--- src/rtl/serial_mag_comp_if.sv ---
// serial_mag_comp_if: operand/request and verdict signals of the serial magnitude comparator
interface serial_mag_comp_if #(parameter int WIDTH = 8);
  logic START;
  logic [WIDTH-1:0] A;
  logic [WIDTH-1:0] B;
  logic BUSY;
  logic DONE;
  logic LG;
  logic EQ;
  logic SM;
  modport master (output START, A, B, input BUSY, DONE, LG, EQ, SM);
  modport slave (input START, A, B, output BUSY, DONE, LG, EQ, SM);
endinterface

--- src/rtl/serial_mag_comp.sv ---
// serial_mag_comp: MSB-first 2-bit-digit magnitude comparator with early exit and DONE strobe
module serial_mag_comp #(
  parameter int WIDTH = 8
) (
  input logic CLK,
  input logic RST,
  serial_mag_comp_if.slave bus
);
  localparam int N = WIDTH / 2;
  localparam int KW = (N > 1) ? $clog2(N) : 1;
  typedef enum logic {IDLE, RUN} state_t;
  state_t state_q, state_d;
  logic [WIDTH-1:0] sa_q, sa_d, sb_q, sb_d;
  logic [KW-1:0] k_q, k_d;
  logic busy_q, busy_d, done_q, done_d;
  logic lg_q, lg_d, eq_q, eq_d, sm_q, sm_d;
  logic [2:0] r;
  logic fin;
  function automatic logic [2:0] cmp2(input logic [1:0] x, input logic [1:0] y);
    return {x > y, x == y, x < y};
  endfunction
  assign r = cmp2(sa_q[WIDTH-1 -: 2], sb_q[WIDTH-1 -: 2]);
  // an equal final digit pair also terminates, with r already reading EQ
  assign fin = r[2] | r[0] | (k_q == KW'(N - 1));
  always_comb begin
    state_d = state_q;
    sa_d = sa_q;
    sb_d = sb_q;
    k_d = k_q;
    busy_d = busy_q;
    done_d = 1'b0;
    {lg_d, eq_d, sm_d} = {lg_q, eq_q, sm_q};
    if (state_q == IDLE) begin
      if (bus.START) begin
        sa_d = bus.A;
        sb_d = bus.B;
        k_d = '0;
        {lg_d, eq_d, sm_d} = 3'b000;
        busy_d = 1'b1;
        state_d = RUN;
      end
    end else if (fin) begin
      {lg_d, eq_d, sm_d} = r;
      done_d = 1'b1;
      busy_d = 1'b0;
      state_d = IDLE;
    end else begin
      sa_d = sa_q << 2;
      sb_d = sb_q << 2;
      k_d = k_q + KW'(1);
    end
  end
  always_ff @(posedge CLK) begin
    if (RST) begin
      state_q <= IDLE;
      sa_q <= '0;
      sb_q <= '0;
      k_q <= '0;
      busy_q <= 1'b0;
      done_q <= 1'b0;
      lg_q <= 1'b0;
      eq_q <= 1'b0;
      sm_q <= 1'b0;
    end else begin
      state_q <= state_d;
      sa_q <= sa_d;
      sb_q <= sb_d;
      k_q <= k_d;
      busy_q <= busy_d;
      done_q <= done_d;
      lg_q <= lg_d;
      eq_q <= eq_d;
      sm_q <= sm_d;
    end
  end
  assign bus.BUSY = busy_q;
  assign bus.DONE = done_q;
  assign bus.LG = lg_q;
  assign bus.EQ = eq_q;
  assign bus.SM = sm_q;
endmodule

--- src/flat_wrapper.sv ---
// flat-port wrapper written by rule: the top's interface ports become plain ports
module serial_mag_comp_flat 
#(
  parameter int WIDTH = 8
)
  (CLK, RST, bus_START, bus_A, bus_B, bus_BUSY, bus_DONE, bus_LG, bus_EQ, bus_SM);
  serial_mag_comp_if #(.WIDTH(WIDTH)) bus_i ();
  input logic CLK;
  input logic RST;
  input wire logic [$bits(bus_i.START)-1:0] bus_START;
  input wire logic [$bits(bus_i.A)-1:0] bus_A;
  input wire logic [$bits(bus_i.B)-1:0] bus_B;
  output wire logic [$bits(bus_i.BUSY)-1:0] bus_BUSY;
  output wire logic [$bits(bus_i.DONE)-1:0] bus_DONE;
  output wire logic [$bits(bus_i.LG)-1:0] bus_LG;
  output wire logic [$bits(bus_i.EQ)-1:0] bus_EQ;
  output wire logic [$bits(bus_i.SM)-1:0] bus_SM;
  assign bus_i.START = bus_START;
  assign bus_i.A = bus_A;
  assign bus_i.B = bus_B;
  assign bus_BUSY = bus_i.BUSY;
  assign bus_DONE = bus_i.DONE;
  assign bus_LG = bus_i.LG;
  assign bus_EQ = bus_i.EQ;
  assign bus_SM = bus_i.SM;
  serial_mag_comp #(.WIDTH(WIDTH)) u_core (.CLK(CLK), .RST(RST), .bus(bus_i));
endmodule
--- config.mk ---
export PLATFORM = sky130hd
export DESIGN_NAME = serial_mag_comp_flat
export DESIGN_NICKNAME = d
export VERILOG_FILES = /design/src/rtl/serial_mag_comp_if.sv /design/src/rtl/serial_mag_comp.sv /design/src/flat_wrapper.sv
export SDC_FILE = /design/constraint.sdc
export NUM_CORES = 1
export LEC_CHECK = 0
export CORE_MARGIN = 8
export CORE_UTILIZATION = 39
export CTS_CLUSTER_SIZE = 30
export DETAILED_ROUTE_END_ITERATION = 6
export GPL_TIMING_DRIVEN = 0
export HOLD_SLACK_MARGIN = 0.15
export MAX_ROUTING_LAYER = met4
export SLEW_MARGIN = 10
export SYNTH_ARGS = -nofsm -noshare
export SYNTH_HDL_FRONTEND = slang
export SYNTH_SLANG_ARGS = --single-unit
--- constraint.sdc ---
create_clock -name CLK -period 4.1 [get_ports CLK]
set_clock_uncertainty 0.15 [all_clocks]
set_input_delay 0.41 -clock CLK [delete_from_list [all_inputs] [get_ports CLK]]
set_output_delay 0.41 -clock CLK [all_outputs]
set_load 0.03 [all_outputs]
# Word-level counts from Yosys, hierarchy flattened
# Index checks and enable logic that the tools add are counted.
[totals]
out_inout_bits = 5
latchBits = 0
memories = 0
reg_bits = 24
inputBits = 19
romBits = 0
mem_bits_rw = 0
word_cells = 46
[op_classes]
n_mux = 23
div_mod_pow = 0
magnitude_cmp = 2
n_shift = 0
multipliers = 0
reduce_logical = 4
eq_ne = 4
addsub = 1
n_bitwise = 3
[op_table]
columns = ["op", "n"]
rows = [
  ["2-to-1 mux 8 bit", 6],
  ["2-to-1 mux 1 bit", 14],
  ["2-to-1 mux 2 bit", 3],
  ["!= test 2 bit (second input constant)", 2],
  ["AND reduction 2 bit", 2],
  ["adder 2 x 1 -> 2 bit (second input constant)", 1],
  ["equality test 2 bit", 1],
  ["equality test 2 bit (second input constant)", 1],
  ["greater-than comparator 2 bit", 1],
  ["less-than comparator 2 bit", 1],
  ["OR 1 bit", 2],
  ["nonzero test 2 bit", 1],
  ["OR reduction 2 bit", 1],
  ["inverter 1 bit", 1],
]

# Depth between registers and ports, before layout
# Gate-level depths: netlist of run 1.
[depth]
ltp_word = 5
depth_mapped = 7
mapped_depth_nobuf = 5

# Worst setup path before layout of run 1
# OpenSTA, ideal clock, no wires.
[synth_path]
path_type = "register to register"
from = "reg u_core.sa_q[6]"
to = "reg u_core.sa_q[4]"
setup_time_ns = 0.134
stages_incl_launch_ff = 8
synth_period_minus_slack_ns = 1.725
path_buffers = 2
slack_ns = 2.375
arrival_time_ns = 1.441
t_required_ns = 3.816
path_cell_list = "dfxtp_1 inv_1 ha_1 and3_1 buf_2 buf_4 a311oi_1 a211oi_1"
[synth_via]
elab_chain_len = 5
word_cells_on_any_way = 6
cone_classes = "order compare: 2; eq/ne: 1; bitwise: 2; reduce/logical: 1"
[synth_rtl]
columns = ["item", "line_no", "rtl"]
rows = [
  ["start: declaration", "serial_mag_comp.sv:13", "logic [WIDTH-1:0] sa_q, sa_d, sb_q, sb_d;"],
  ["start signal: assignment", "serial_mag_comp.sv:56", "sa_q <= '0;"],
  ["start signal: assignment", "serial_mag_comp.sv:66", "sa_q <= sa_d;"],
  ["greater-than comparator 2 bit / less-than comparator 2 bit (equally long branches)", "serial_mag_comp.sv:20", "return {x > y, x == y, x < y};"],
  ["OR 1 bit * (2 in series)", "serial_mag_comp.sv:24", "assign fin = r[2] | r[0] | (k_q == KW'(N - 1));"],
  ["!= test 2 bit (no source line) *", "n/a", ""],
  ["AND reduction 2 bit (no source line) *", "n/a", ""],
]
# Every way passes the cells marked *; elsewhere a longest branch is shown, timed or not.
# A chain may end at the register's enable or synchronous reset.

# Worst setup path in the final report of run 1
[layout_path]
from = "reg u_core.lg_q, in the netlist u_core.bus.LG"
to = "out bus_LG"
[layout_rtl]
columns = ["item", "line_no", "rtl"]
rows = [
  ["start: declaration", "serial_mag_comp.sv:16", "logic lg_q, lg_d, eq_q, eq_d, sm_q, sm_d;"],
  ["start signal: assignment", "serial_mag_comp.sv:71", "lg_q <= lg_d;"],
  ["end: declaration", "flat_wrapper.sv:15", "output wire logic [$bits(bus_i.LG)-1:0] bus_LG;"],
]
# No word-level cell between the ends.

==> flow_metrics.env, run 1 <==
export IMPL_final_standard_cell_utilization_of_the_core_pct=50.00
export IMPL_timing_critical_path_from_type="flip-flop"
export IMPL_setup_tns_final_ns=0
export IMPL_drive_above_1_share_pct=10.60
export IMPL_die_width_um=71.87
export IMPL_asyncSetResetFlopFracSynth_pct=0
export IMPL_wire_per_inst_um=16.25
export IMPL_worst_endpoint_arrival_ns=1.37
export IMPL_detailroute_via_count=1077
export IMPL_worstHoldPathType="input pin to flip-flop"
export IMPL_clk_latency_ns=0.31
export IMPL_initial_standard_cell_utilization_of_the_core_pct=40.54
export IMPL_nNetsFinal=175
export IMPL_rsz0062_at_grt="false"
export IMPL_endpoint_of_the_most_critical_setup_path="bus_LG"
export IMPL_ys_seq_area_share_pct=39.47
export IMPL_cts_root_buffer="sky130_fd_sc_hd__clkbuf_4"
export IMPL_floorplan_io_pins=24
export IMPL_setup_worst_path_start="u_core.bus.LG"
export IMPL_synth_enable_flop_cells=0
export IMPL_cp_depth=1
export IMPL_drv_slew=0
export IMPL_grt_first_pass_wirelength_mm=5.230
export IMPL_grt_start_max_net_pins=13
export IMPL_globalRouteOverflowTotal=0
export IMPL_r2r_slack_ns=2.18
export IMPL_post_synthesis_net_count=148
export IMPL_post_route_drc_count=0
export IMPL_worst_path_max_delay_cell="sky130_fd_sc_hd__clkdlybuf4s50_1"
export IMPL_synth_seq_cells=24
export IMPL_crit_path_cell_trace="clkdlybuf4s50_1"
export IMPL_n_antenna_cell=0
export IMPL_fmaxAchievable_mhz=516.8
export IMPL_critPathTopFamily="buffers and inverters"
export IMPL_critPathKind="flip-flop to primary output"
export IMPL_post_cts_buffers=0
export IMPL_gpl_final_weighted_congestion=0.7829
export IMPL_layout_worst_path_cycle_share_pct=47.19
export IMPL_crit_path_max_incr_delay_ns=0.69
export IMPL_vdd_ir_drop_worst_mv=0.1347
export IMPL_final_area_um2=1501
export IMPL_synth_top_cell_by_area="sky130_fd_sc_hd__dfxtp_1"
export IMPL_worst_slew_pin_transition_ns=0.4921
export IMPL_clock_sink_count=24
export IMPL_whs_path_depth=2
export IMPL_power_density_nw_per_um2=362.8
export IMPL_synth_cell_area_um2=1217
export IMPL_via_count_of_the_first_global_routing_pass=1111
export IMPL_grt_antenna_before_repair=0
export IMPL_max_clock_path_buffers=2
export IMPL_drt_initial_drc_count=78
export IMPL_commonest_register_cell_after_synthesis="sky130_fd_sc_hd__dfxtp_1"
export IMPL_n_fill_cell=302
export IMPL_tritoncts="done"
export IMPL_critical_path_n_buffers_inverters=1
export IMPL_cts_resized_gates=0
export IMPL_r2r_worst_path_cells=7
export IMPL_overall_die_height_um=71.87
export IMPL_clkTransAtPathRegs_ns=0.13
export IMPL_maxCapViolations=0
export IMPL_postSynthCellCount=126
export IMPL_cp_max_fo=3
export IMPL_coreArea_um2=3003
export IMPL_port_buffer_count=22
export IMPL_drt_wl_total_mm=2.990
export IMPL_critical_path_endpoint_type="primary output"
export IMPL_cts_hold_repair_buffers=0
export IMPL_globalRouteTotalUtil_pct=12.85
export IMPL_final_antenna_net_count=0
export IMPL_drtPass1Iterations=4
export IMPL_yosys_cell_types_count=31
export IMPL_core_rowCount=20
export IMPL_status="finished clean"
export IMPL_critical_path_reg2reg_endpoint="u_core.sb_q[6]"
export IMPL_synthesis_yosys_warnings=0
export IMPL_place_area_um2=1479
export IMPL_synth_avg_cell_area_um2=9.662
export IMPL_area_delta_synth_final_pct=23.33
export IMPL_drt_vias_per_instance=5.853
export IMPL_critical_path_required_ns=3.54
export IMPL_worst_r2r_startpoint="u_core.sa_q[6]"
export IMPL_place_detailed_hpwl_mm=2.250
export IMPL_final_period_minus_worst_setup_slack_ns=1.935
export IMPL_slew_headroom_pct=67.19
export IMPL_setup_viol_count_final=0
export IMPL_leakage_uw=0.0005180
export IMPL_cts_buffers=3
export IMPL_synth_top_cells_by_area="sky130_fd_sc_hd__dfxtp_1, sky130_fd_sc_hd__mux2i_1, sky130_fd_sc_hd__a311oi_1"
export IMPL_synth_top_cell_area_share_pct=39.47
export IMPL_final_hold_viol_count=0
export IMPL_cts_max_level=1
export IMPL_fp_dieArea_um2=5165
[through the flow]
stage               std cells  hold slack (ns)  setup slack (ns)  power (µW)
global placement          181           0.3232             2.049       444.8
finish                    184           0.2750             2.165       544.8
floorplan                 126           0.3162             2.375       392.6
detailed placement        181           0.3258             2.042       446.9
global route              184           0.3009             2.042       579.3
CTS                       184           0.2671             2.145       552.0
[worst min-delay path by stage]
stage	start	end	slack, ns
after floorplan	u_core.sa_q[0]	u_core.sa_q[0]	0.32
after global placement	u_core.bus.EQ	u_core.bus.EQ	0.32
after detailed placement	u_core.bus.EQ	u_core.bus.EQ	0.33
after CTS	RST	u_core.state_q	0.27
after global routing	RST	u_core.state_q	0.30
final	RST	u_core.state_q	0.27
[per-layer routing]
metal  wire (µm)  global-route usage, %
met1        1380                  16.07
met2        1439                  19.84
met3         149                  2.371
met4          19                  5.215
met5           0                      -
[cell usage in the layout (no fill, tap or decap), types with 3 or more instances in the layout]
cell                               n
sky130_fd_sc_hd__nor2b_1           3
sky130_fd_sc_hd__inv_1             5
sky130_fd_sc_hd__buf_2             4
sky130_fd_sc_hd__clkbuf_1          4
sky130_fd_sc_hd__nand2_1           7
sky130_fd_sc_hd__dfxtp_1          24
sky130_fd_sc_hd__a311oi_1         12
sky130_fd_sc_hd__ha_1              3
sky130_fd_sc_hd__a21oi_1           8
sky130_fd_sc_hd__buf_4             3
sky130_fd_sc_hd__a211oi_1         12
sky130_fd_sc_hd__clkdlybuf4s50_1  22
sky130_fd_sc_hd__o311ai_0          6
sky130_fd_sc_hd__clkbuf_4          3
sky130_fd_sc_hd__mux2i_1          12
[synthesized netlist by cell type, types with 2 or more instances]
| master | count |
|---|---|
| sky130_fd_sc_hd__nand2_1 | 7 |
| sky130_fd_sc_hd__nor2_1 | 2 |
| sky130_fd_sc_hd__dfxtp_1 | 24 |
| sky130_fd_sc_hd__nand4_1 | 2 |
| sky130_fd_sc_hd__a21oi_1 | 8 |
| sky130_fd_sc_hd__nand2b_1 | 2 |
| sky130_fd_sc_hd__o311ai_0 | 6 |
| sky130_fd_sc_hd__buf_2 | 4 |
| sky130_fd_sc_hd__clkbuf_1 | 4 |
| sky130_fd_sc_hd__mux2i_1 | 12 |
| sky130_fd_sc_hd__or4_1 | 2 |
| sky130_fd_sc_hd__o21ai_0 | 2 |
| sky130_fd_sc_hd__buf_4 | 3 |
| sky130_fd_sc_hd__a311oi_1 | 12 |
| sky130_fd_sc_hd__nor2b_1 | 3 |
| sky130_fd_sc_hd__ha_1 | 3 |
| sky130_fd_sc_hd__a211oi_1 | 12 |
| sky130_fd_sc_hd__inv_1 | 5 |
[state kept, by name (all words and copies together), names as in the netlist]
| name | flops |
|---|---|
| u_core.sa_q | 8 |
| u_core.sb_q | 8 |
| u_core.k_q | 2 |
| u_core.bus.BUSY | 1 |
| u_core.bus.DONE | 1 |
| u_core.bus.EQ | 1 |
| u_core.bus.LG | 1 |
| u_core.bus.SM | 1 |
| u_core.state_q | 1 |
[cell type report]
type	instances	area (µm²)	area share, %
multi-input combinational	83	640.6	42.67
sequential	24	480.5	32.00
timing repair buffer	22	220.2	14.67
buffer	14	77.57	5.167
tap	33	41.29	2.750
clock buffer	3	22.52	1.500
inverter	5	18.77	1.250
[where the power goes]
group	leakage, µW	switching [µW]	internal, µW
Sequential	0.000198	14.0	258
Combinational	0.000306	89.8	79.3
Clock	0.0000138	69.1	34.3
Total	0.000518	173	372
[kinds of logic (layout without fill, tap and decap cells)]
family | count (synthesis) | count (layout) | synth area share (%)
adders and majority gates | 3 | 3 | 3.084
buffers and inverters | 19 | 44 | 7.913
DFF | 24 | 24 | 39.47
muxes | 12 | 12 | 9.867
and+or+nand+nor | 22 | 22 | 10.79
AOI/OAI and AO/OA | 46 | 46 | 28.88
Note: power is estimated with default switching activity, not from simulation.
==> inputs of run 2 (changes only) <==
Clock period 4.1 ns to 2 ns, I/O delays scaled along.
==> flow_metrics.env, run 2 (same netlist as run 1, synthesis figures left out) <==
export IMPL_cts_root_buffer="sky130_fd_sc_hd__clkbuf_4"
export IMPL_hold_path_startpoint="bus_A[1]"
export IMPL_rsz0062_at_grt="false"
export IMPL_grt_antenna_before_repair=0
export IMPL_tritoncts="done"
export IMPL_drv_slew=0
export IMPL_setup_tns_final_ns=0
export IMPL_worstHoldPathType="input pin to flip-flop"
export IMPL_worst_endpoint_arrival_ns=1.92
export IMPL_globalRouteTotalUtil_pct=12.85
export IMPL_area_of_combinational_cells_with_multiple_inputs_um2=655.6
export IMPL_setup_viol_count_final=0
export IMPL_floorplan_io_pins=24
export IMPL_status="finished clean"
export IMPL_place_detailed_hpwl_mm=2.250
export IMPL_clkTransAtPathRegs_ns=0.13
export IMPL_hold_end="u_core.sa_q[1]"
export IMPL_gpl_final_weighted_congestion=0.7829
export IMPL_worst_hold_slack_ns=0.2698
export IMPL_post_route_drc_count=0
export IMPL_drt_vias_per_instance=5.800
export IMPL_initial_standard_cell_utilization_of_the_core_pct=40.54
export IMPL_cts_max_level=1
export IMPL_worst_r2r_startpoint="u_core.sa_q[6]"
export IMPL_fmaxAchievable_mhz=530.9
export IMPL_maxCapViolations=0
export IMPL_drt_initial_drc_count=70
export IMPL_critical_path_required_ns=2.04
export IMPL_area_delta_synth_final_pct=25.69
export IMPL_coreArea_um2=3003
export IMPL_n_antenna_cell=0
export IMPL_crit_path_cell_trace="inv_1 -> ha_1 -> and3_1 -> buf_2 -> buf_6 -> a311oi_1 -> a211oi_1"
export IMPL_worst_slew_pin_transition_ns=0.4790
export IMPL_cp_max_fo=10
export IMPL_largestRegisters="u_core.sa_q x8, u_core.sb_q x8, u_core.k_q x2"
export IMPL_n_fill_cell=300
export IMPL_die_width_um=71.87
export IMPL_critical_path_reg2reg_endpoint="u_core.sb_q[6]"
export IMPL_detailroute_via_count=1073
export IMPL_final_period_minus_worst_setup_slack_ns=1.884
export IMPL_clk_latency_ns=0.31
export IMPL_drt_wl_total_mm=3.033
export IMPL_overall_die_height_um=71.87
export IMPL_critPathKind="flip-flop to flip-flop"
export IMPL_crit_path_max_incr_delay_ns=0.36
export IMPL_r2r_worst_path_cells=7
export IMPL_timing_critical_path_from_type="flip-flop"
export IMPL_slew_headroom_pct=68.07
export IMPL_r2r_slack_ns=0.12
export IMPL_via_count_of_the_first_global_routing_pass=1111
export IMPL_vdd_ir_drop_worst_mv=0.2772
export IMPL_grt_start_max_net_pins=13
export IMPL_final_common_cell="sky130_fd_sc_hd__dfxtp_1"
export IMPL_final_antenna_net_count=0
export IMPL_power_density_nw_per_um2=738.7
export IMPL_dp_worst_setup_slack_ns=0.1131
export IMPL_clock_sink_count=24
export IMPL_final_hold_viol_count=0
export IMPL_layout_worst_path_cycle_share_pct=94.18
export IMPL_fp_dieArea_um2=5165
export IMPL_cts_buffers=3
export IMPL_final_setup_worst_slack_ns=0.1163
export IMPL_drive_above_1_share_pct=11.18
export IMPL_core_rowCount=20
export IMPL_port_buffer_count=22
export IMPL_wire_per_inst_um=16.39
export IMPL_leakage_uw=0.0005255
export IMPL_worst_path_max_delay_cell="sky130_fd_sc_hd__dfxtp_1"
export IMPL_mostFrequentLayoutCells="sky130_fd_sc_hd__dfxtp_1, sky130_fd_sc_hd__clkdlybuf4s50_1, sky130_fd_sc_hd__mux2i_1, sky130_fd_sc_hd__a211oi_1, sky130_fd_sc_hd__a311oi_1"
export IMPL_nNetsFinal=176
export IMPL_max_clock_path_buffers=2
export IMPL_critical_path_endpoint_type="flip-flop"
export IMPL_final_seq_area_um2=480.5
export IMPL_drtPass1Iterations=4
export IMPL_whs_path_depth=3
export IMPL_grt_first_pass_wirelength_mm=5.230
export IMPL_globalRouteOverflowTotal=0
[run 2: timing repair]
action,in CTS,in global routing
hold buffers,1,0
setup buffers,0,0
setup endpoints to repair,0,10
endpoints found under the hold margin,4,0
resized for setup,0,3
[run 2: worst max-delay path, delay by kind of cell (launching register included)]
family                   cells  cell delay (ns)
buffers and inverters        3             0.35
AND/OR/NAND/NOR              1             0.20
AO/OA/AOI/OAI                2             0.36
flip-flops                   1             0.36
adder cells (fa/ha/maj)      1             0.33
[run 2: area by class of cell]
| cell class | count | area share [%] |
|---|---|---|
| tap | 33 | 2.698 |
| timing repair buffer | 23 | 15.04 |
| multi-input combinational | 83 | 42.85 |
| buffer | 14 | 5.315 |
| inverter | 5 | 1.226 |
| sequential | 24 | 31.40 |
| clock buffer | 3 | 1.472 |
[run 2: power by group]
part           switching [µW]  internal, µW  total [µW]
Clock                     143          70.5         214
Combinational             189           169         358
Sequential               29.3           529         559
[run 2: per-layer routing]
layer / vias to the layer above / track usage, % / wire length (µm)
met5: - / - / 0
li1: 550 / - / -
met3: 2 / 2.371 / 138
met2: 17 / 19.84 / 1463
met4: 0 / 5.215 / 19
met1: 504 / 16.07 / 1411
[run 2: how the worst max path moves through the flow]
stage / from / depth (start not counted) / slack, ns / endpoint
finish: u_core.sa_q[6] / 7 / 0.12 / u_core.sb_q[6]
floorplan: u_core.sa_q[6] / 7 / 0.28 / u_core.sa_q[4]
global route: u_core.sb_q[7] / 7 / 0.01 / u_core.sa_q[6]
detailed placement: u_core.sb_q[7] / 7 / 0.11 / u_core.sb_q[6]
global placement: u_core.sb_q[7] / 7 / 0.13 / u_core.sb_q[7]
CTS: u_core.sb_q[7] / 7 / 0.09 / u_core.sb_q[6]
[run 2: through the flow]
step | total power [µW] | utilization, % | instances | instance area (µm²)
detailed placement | 916.2 | 49.25 | 181 | 1479
global placement | 911.8 | 49.25 | 181 | 1479
finish | 1130 | 50.96 | 185 | 1530
floorplan | 804.9 | - | 126 | 1217
global route | 1199 | 50.96 | 185 | 1530
CTS | 1133 | 50.33 | 185 | 1511
